**src/rtl/ysyx_24070014_ifu.sv**
```systemverilog
// Instruction fetch unit: owns the PC, issues one imem read at a time and
// hands the fetched word with its PC to decode over a valid/ready channel.
module ysyx_24070014_ifu #(
  parameter int unsigned ADDR_LEN = 32,
  parameter int unsigned INST_LEN = 32,
  parameter logic [ADDR_LEN-1:0] INIT_PC = 32'h8000_0000
) (
  input  logic                clk,
  input  logic                reset,
  output logic                imem_req_valid,
  output logic [ADDR_LEN-1:0] imem_req_addr,
  input  logic                imem_req_ready,
  input  logic                imem_resp_valid,
  input  logic [INST_LEN-1:0] imem_resp_data,
  output logic                inst_valid,
  input  logic                inst_ready,
  output logic [INST_LEN-1:0] inst,
  output logic [ADDR_LEN-1:0] inst_pc,
  input  logic                redirect_valid,
  input  logic [ADDR_LEN-1:0] redirect_pc,
  output logic                fetch_misaligned
);

  typedef enum logic [1:0] {IDLE, FETCH, WAIT, VALID} state_t;

  state_t              state, state_next;
  logic [ADDR_LEN-1:0] pc, pc_next;
  logic                stale, stale_next;
  logic [INST_LEN-1:0] inst_next;
  logic [ADDR_LEN-1:0] inst_pc_next;
  logic                misaligned_next;
  logic                redirect_act;

  assign imem_req_valid = (state == FETCH);
  assign inst_valid     = (state == VALID);
  assign imem_req_addr  = pc;
  assign redirect_act   = redirect_valid && (state != IDLE);

  always_ff @(posedge clk or posedge reset) begin
    if (reset) begin
      state            <= IDLE;
      pc               <= INIT_PC;
      stale            <= 1'b0;
      inst             <= '0;
      inst_pc          <= INIT_PC;
      fetch_misaligned <= 1'b0;
    end else begin
      state            <= state_next;
      pc               <= pc_next;
      stale            <= stale_next;
      inst             <= inst_next;
      inst_pc          <= inst_pc_next;
      fetch_misaligned <= misaligned_next;
    end
  end

  always_comb begin
    state_next      = state;
    pc_next         = pc;
    stale_next      = stale;
    inst_next       = inst;
    inst_pc_next    = inst_pc;
    misaligned_next = 1'b0;

    case (state)
      IDLE: state_next = FETCH;
      FETCH: begin
        // A redirect coinciding with acceptance leaves an in-flight read for the old PC.
        if (imem_req_ready) begin
          state_next = WAIT;
          if (redirect_valid) stale_next = 1'b1;
        end
      end
      WAIT: begin
        if (imem_resp_valid) begin
          if (redirect_valid || stale) begin
            stale_next = 1'b0;
            state_next = FETCH;
          end else begin
            inst_next    = imem_resp_data;
            inst_pc_next = pc;
            state_next   = VALID;
          end
        end else if (redirect_valid) begin
          stale_next = 1'b1;
        end
      end
      VALID: begin
        if (redirect_valid) begin
          state_next = FETCH;
        end else if (inst_ready) begin
          pc_next    = pc + ADDR_LEN'(4);
          state_next = FETCH;
        end
      end
      default: state_next = IDLE;
    endcase

    // Redirect wins over sequential PC advance; low bits are dropped, not trapped.
    if (redirect_act) begin
      pc_next         = {redirect_pc[ADDR_LEN-1:2], 2'b00};
      misaligned_next = |redirect_pc[1:0];
    end
  end

endmodule

```
**config.mk**
```make
export PLATFORM = sky130hd
export DESIGN_NAME = ysyx_24070014_ifu
export DESIGN_NICKNAME = d
export VERILOG_FILES = /design/src/rtl/ysyx_24070014_ifu.sv
export SDC_FILE = /design/constraint.sdc
export NUM_CORES = 1
export LEC_CHECK = 0
export CORE_MARGIN = 8
export CORE_UTILIZATION = 41
export CTS_BUF_LIST = sky130_fd_sc_hd__clkbuf_2
export DETAILED_ROUTE_END_ITERATION = 10
export GPL_TIMING_DRIVEN = 0
export PLACE_DENSITY = 0.85
export SLEW_MARGIN = 20
export SYNTH_ARGS = -nofsm -noshare
export SYNTH_HDL_FRONTEND = slang
export SYNTH_SLANG_ARGS = --single-unit
```
**constraint.sdc**
```tcl
create_clock -name clk -period 3.1 [get_ports clk]
set_input_delay 0.775 -clock clk [delete_from_list [all_inputs] [get_ports clk]]
set_output_delay 0.775 -clock clk [all_outputs]
set_load 0.05 [all_outputs]
```
==> run_results.csv, run 1 <==
group,metric,value,unit
pwr,combPwrFrac,59.6,%
synth,synth_cell_type_count,41,
die,dieArea,14350,sq um
synth,ys_top_cells_by_area,"dfrtp_1, mux2_2, or4_1",
synth,yosys.area_share.xor_xnor,2.182,%
synth,synth_top_area_cell,"dfrtp_1",
cts,tritoncts,"built",
routing,drc,0,
setup_path,cp_num_buf_inv,1,
synth,yosys-mux-area-fraction,16.27,%
status,outcome,"finished, final reports clean",
flow_run,drv_cap,0,
routing,dr.first_iter.drc_count,201,
global_route,grt_pass1_vias,3936,
cts,cts_buffer_depth,2,
placement,dp_hpwl,10.12,mm
cts,cts_root_buffer,"clkbuf_2",
layout,final_nets,630,
routing,ant_nets,0,
cts,clk_pin_slew,0.26,ns
synth,yosys.area_share.adder,1.417,%
synth,synth_warnings,0,
synth,synth_top_area_share,53.27,%
synth,synth_top_family_by_area,"multiplexers",
global_route,grt_pass1_wl,20.40,mm
timing,max_freq,356.5,MHz
cts,worstSkewPairLatency,0.57,ns
timing,fin_tns_setup,0,ns
placement,globalplace.congestion,0.8497,
cts,cts_buffers,9,
worst_hold_path,hp-class,"in2reg",
setup_path,crit_path_start_kind,"register",
die,start_util,41.46,%
layout,area_delta_synth_final,44.91,%
setup_path,critPathSlowestCell,"clkdlybuf4s50_1",
global_route,grt.total_usage,17.87,%
synth,synth_compound_area_share,7.283,%
pwr,internal_power,3.570,mW
routing,routed_wl,13.01,mm
setup_path,slowest_delay,0.88,ns
layout,multi_input_area,1876,sq um
synth,syn_avg_cell_area,11.74,sq um
die,rows,38,
layout,nFillCells,870,
synth,synth_cells,376,
synth,ys_seq_area_share,54.46,%
placement,portBuffers,163,
layout,diodes,0,
setup_path,crit_type,"reg2out",
setup_path,crit_path_end_kind,"output pin",
cts,htreeDepth,3,
pwr,p_sw,3.854,mW
routing,via_per_inst,5.353,
setup_path,required,2.32,ns
die,io-pin-count,169,
timing,period_share,90.47,%
routing,drt_first_pass_iters,4,
routing,avgRoutedWirePerCell,18.58,um
global_route,grt-ovfl-total,0,
timing,finClkSkew,0.03211,ns
placement,dp_slack,0.1609,ns
pwr,ir_worst_vdd,0.6382,mV
cts,cts.sinks,96,
die,fp.dieH,119.8,um
synth,syn_area,4415,sq um
pwr,power_density,1160,nW/um^2
setup_path,path_max_fanout,9,
timing,grt_setup_unrepaired,"false",
setup_path,path_cells,"clkdlybuf4s50_1",
timing,hold_viol,0,
layout,layout-drive-gt1-share,17.50,%
layout,instances_no_fill,700,
pwr,swShare,51.92,%
synth,synth.ff_latch_count,96,
synth,yosys.area_share.simple,14.88,%
setup_path,arrival,2.03,ns
placement,dp_cells,684,
setup_path,crit_family,"buffers and inverters",
routing,vias,3747,
pwr,seqPwrFrac,32.2,%
timing,slew_viol_final,0,
global_route,grt_start_max_net_pins,35,
layout,seq_area,2405,sq um
pwr,p_leak,2.683,nW
timing,worst_slew_pin_slew,0.7762,ns
timing,setup_violations,0,
global_route,antenna_found_initial,0,
die,die_width,119.8,um
timing,fin_ws,0.2953,ns
die,core,10650,sq um
pwr,power_frac_clock,8.2,%
timing,min_period,2.805,ns
timing,slew_headroom,47.97,%
-- through the flow --
| stage | utilization (%) | instance area, sq um | power (mW) | hold slack, ns |
|---|---|---|---|---|
| floorplan | - | 4431 | 5.204 | 0.5604 |
| global placement | 58.56 | 6237 | 6.735 | 0.4873 |
| detailed placement | 58.99 | 6282 | 6.876 | 0.4948 |
| CTS | 60.03 | 6394 | 7.486 | 0.4675 |
| global route | 60.08 | 6399 | 7.792 | 0.4603 |
| finish | 60.08 | 6399 | 7.424 | 0.5065 |
-- metal layers --
metal	vias to the layer above	track usage, %	part of all wire (%)	wire length, um
met5	-	0	0	0
met4	0	7.806	2.1	274
met3	25	5.965	8.4	1099
met2	161	31.33	52	6709
met1	1826	19.29	38	4923
li1	1735	-	-	-
-- cell usage after synthesis --
library cell,n
o21ai_0,16
a2bb2oi_1,1
and4_1,6
xnor2_1,8
o311ai_0,1
or4_1,15
a31oi_1,16
buf_4,5
ha_1,5
mux2i_1,2
nor3_1,3
and3b_1,1
nand4b_1,1
nor3b_1,1
nor4_1,4
inv_1,7
o211ai_1,1
mux2_2,62
a311oi_1,1
or3_1,5
clkbuf_1,10
nand3_1,11
buf_1,1
nand3b_4,1
nor2b_1,1
nand2_1,26
buf_2,7
o31ai_1,12
buf_6,1
dfrtp_1,94
nor2_1,20
dfstp_2,2
xor2_1,3
and4b_1,1
a21o_1,1
conb_1,1
nand4_1,13
a21oi_1,2
or2_2,1
and3_1,5
nand2b_1,2
-- registers in the layout, indices dropped and copies added (netlist names) --
| name | cells |
|---|---|
| fetch_misaligned | 1 |
| state | 2 |
| inst | 32 |
| inst_pc | 30 |
| imem_req_addr | 30 |
| stale | 1 |
-- final cells by class --
type                            instances  share of cell area (%)
Buffer                                 24                   1.955
Clock buffer                           10                  0.7822
Clock inverter                          6                  0.9582
Inverter                                7                  0.4693
Multi-Input combinational cell        252                   29.31
Sequential cell                        96                   37.58
Tap cell                              140                   2.738
Timing Repair Buffer                  165                   26.20
-- final timing paths --
kind | startpoint | end | slack (ns) | cells after the start
min | redirect_valid | stale$_DFFE_PP0P_ | 0.51 | 3
max | imem_req_addr[15]$_DFFE_PP0P_ | imem_req_addr[15] | 0.30 | 1
max in group asynchronous | reset | imem_req_addr[21]$_DFFE_PP0P_ | 1.67 | 4
min in group asynchronous | reset | inst_pc[27]$_DFFE_PP0P_ | 0.60 | 2
max reg2reg | state[0]$_DFFE_PP0P_ | inst_pc[22]$_DFFE_PP0P_ | 0.72 | 6
min reg2reg | inst_pc[20]$_DFFE_PP0P_ | inst_pc[20]$_DFFE_PP0P_ | 0.53 | 1
-- timing repair --
item | in CTS | in global routing
hold buffers | 0 | 0
setup endpoints to repair | 0 | 2
setup buffers | 0 | 0
resized for setup | 0 | 2
-- logic make-up after synthesis --
group,Yosys count
muxes,64
other,1
DFF,96
buffers and inverters,31
xor gates and xnor gates,11
AOI/OAI and AO/OA,51
and+or+nand+nor,117
adders and majority gates,5
-- cell usage in the layout (no fill, tap or decap), drive strengths merged, types with 2 or more instances in the layout --
cell           synthesis  routed
clkdlybuf4s50          0     161
dfrtp                 94      94
mux2                  62      62
nand2                 26      26
nor2                  20      20
clkbuf                10      20
o21ai                 16      16
a31oi                 16      16
buf                   14      16
or4                   15      15
nand4                 13      13
o31ai                 12      12
nand3                 11      11
xnor2                  8       8
and4                   6       6
inv                    7       6
or3                    5       5
and3                   5       5
ha                     5       5
clkinv                 0       5
nor4                   4       4
conb                   1       4
xor2                   3       3
nor3                   3       3
nand2b                 2       2
mux2i                  2       2
a21oi                  2       2
dfstp                  2       2
dlymetal6s2s           0       2
-- power by group through the flow --
stage / combinational, mW / clock (mW) / sequential [mW]
finish: 4.42 / 0.609 / 2.39
global route: 4.62 / 0.677 / 2.49
CTS: 4.46 / 0.633 / 2.39
detailed placement: 4.45 / 0 / 2.42
global placement: 4.36 / 0 / 2.38
floorplan: 0.961 / 0 / 4.24
Note: power is estimated with default switching activity, not from simulation.
==> inputs of run 2 (changes only) <==
--- a/config.mk
+++ b/config.mk
@@ -10,6 +10,7 @@
 export CTS_BUF_LIST = sky130_fd_sc_hd__clkbuf_2
 export DETAILED_ROUTE_END_ITERATION = 10
 export GPL_TIMING_DRIVEN = 0
+export HOLD_SLACK_MARGIN = 0.06
 export PLACE_DENSITY = 0.85
 export SLEW_MARGIN = 20
 export SYNTH_ARGS = -nofsm -noshare
==> results of run 2 <==
Same layout as run 1: the final DEF is identical, and so are final timing and power.
==> inputs of run 3 (changes only) <==
--- a/config.mk
+++ b/config.mk
@@ -5,6 +5,7 @@
 export SDC_FILE = /design/constraint.sdc
 export NUM_CORES = 1
 export LEC_CHECK = 0
+export CAP_MARGIN = 20
 export CORE_MARGIN = 8
 export CORE_UTILIZATION = 41
 export CTS_BUF_LIST = sky130_fd_sc_hd__clkbuf_2
==> results of run 3 <==
Same layout as run 1: the final DEF is identical, and so are final timing and power.
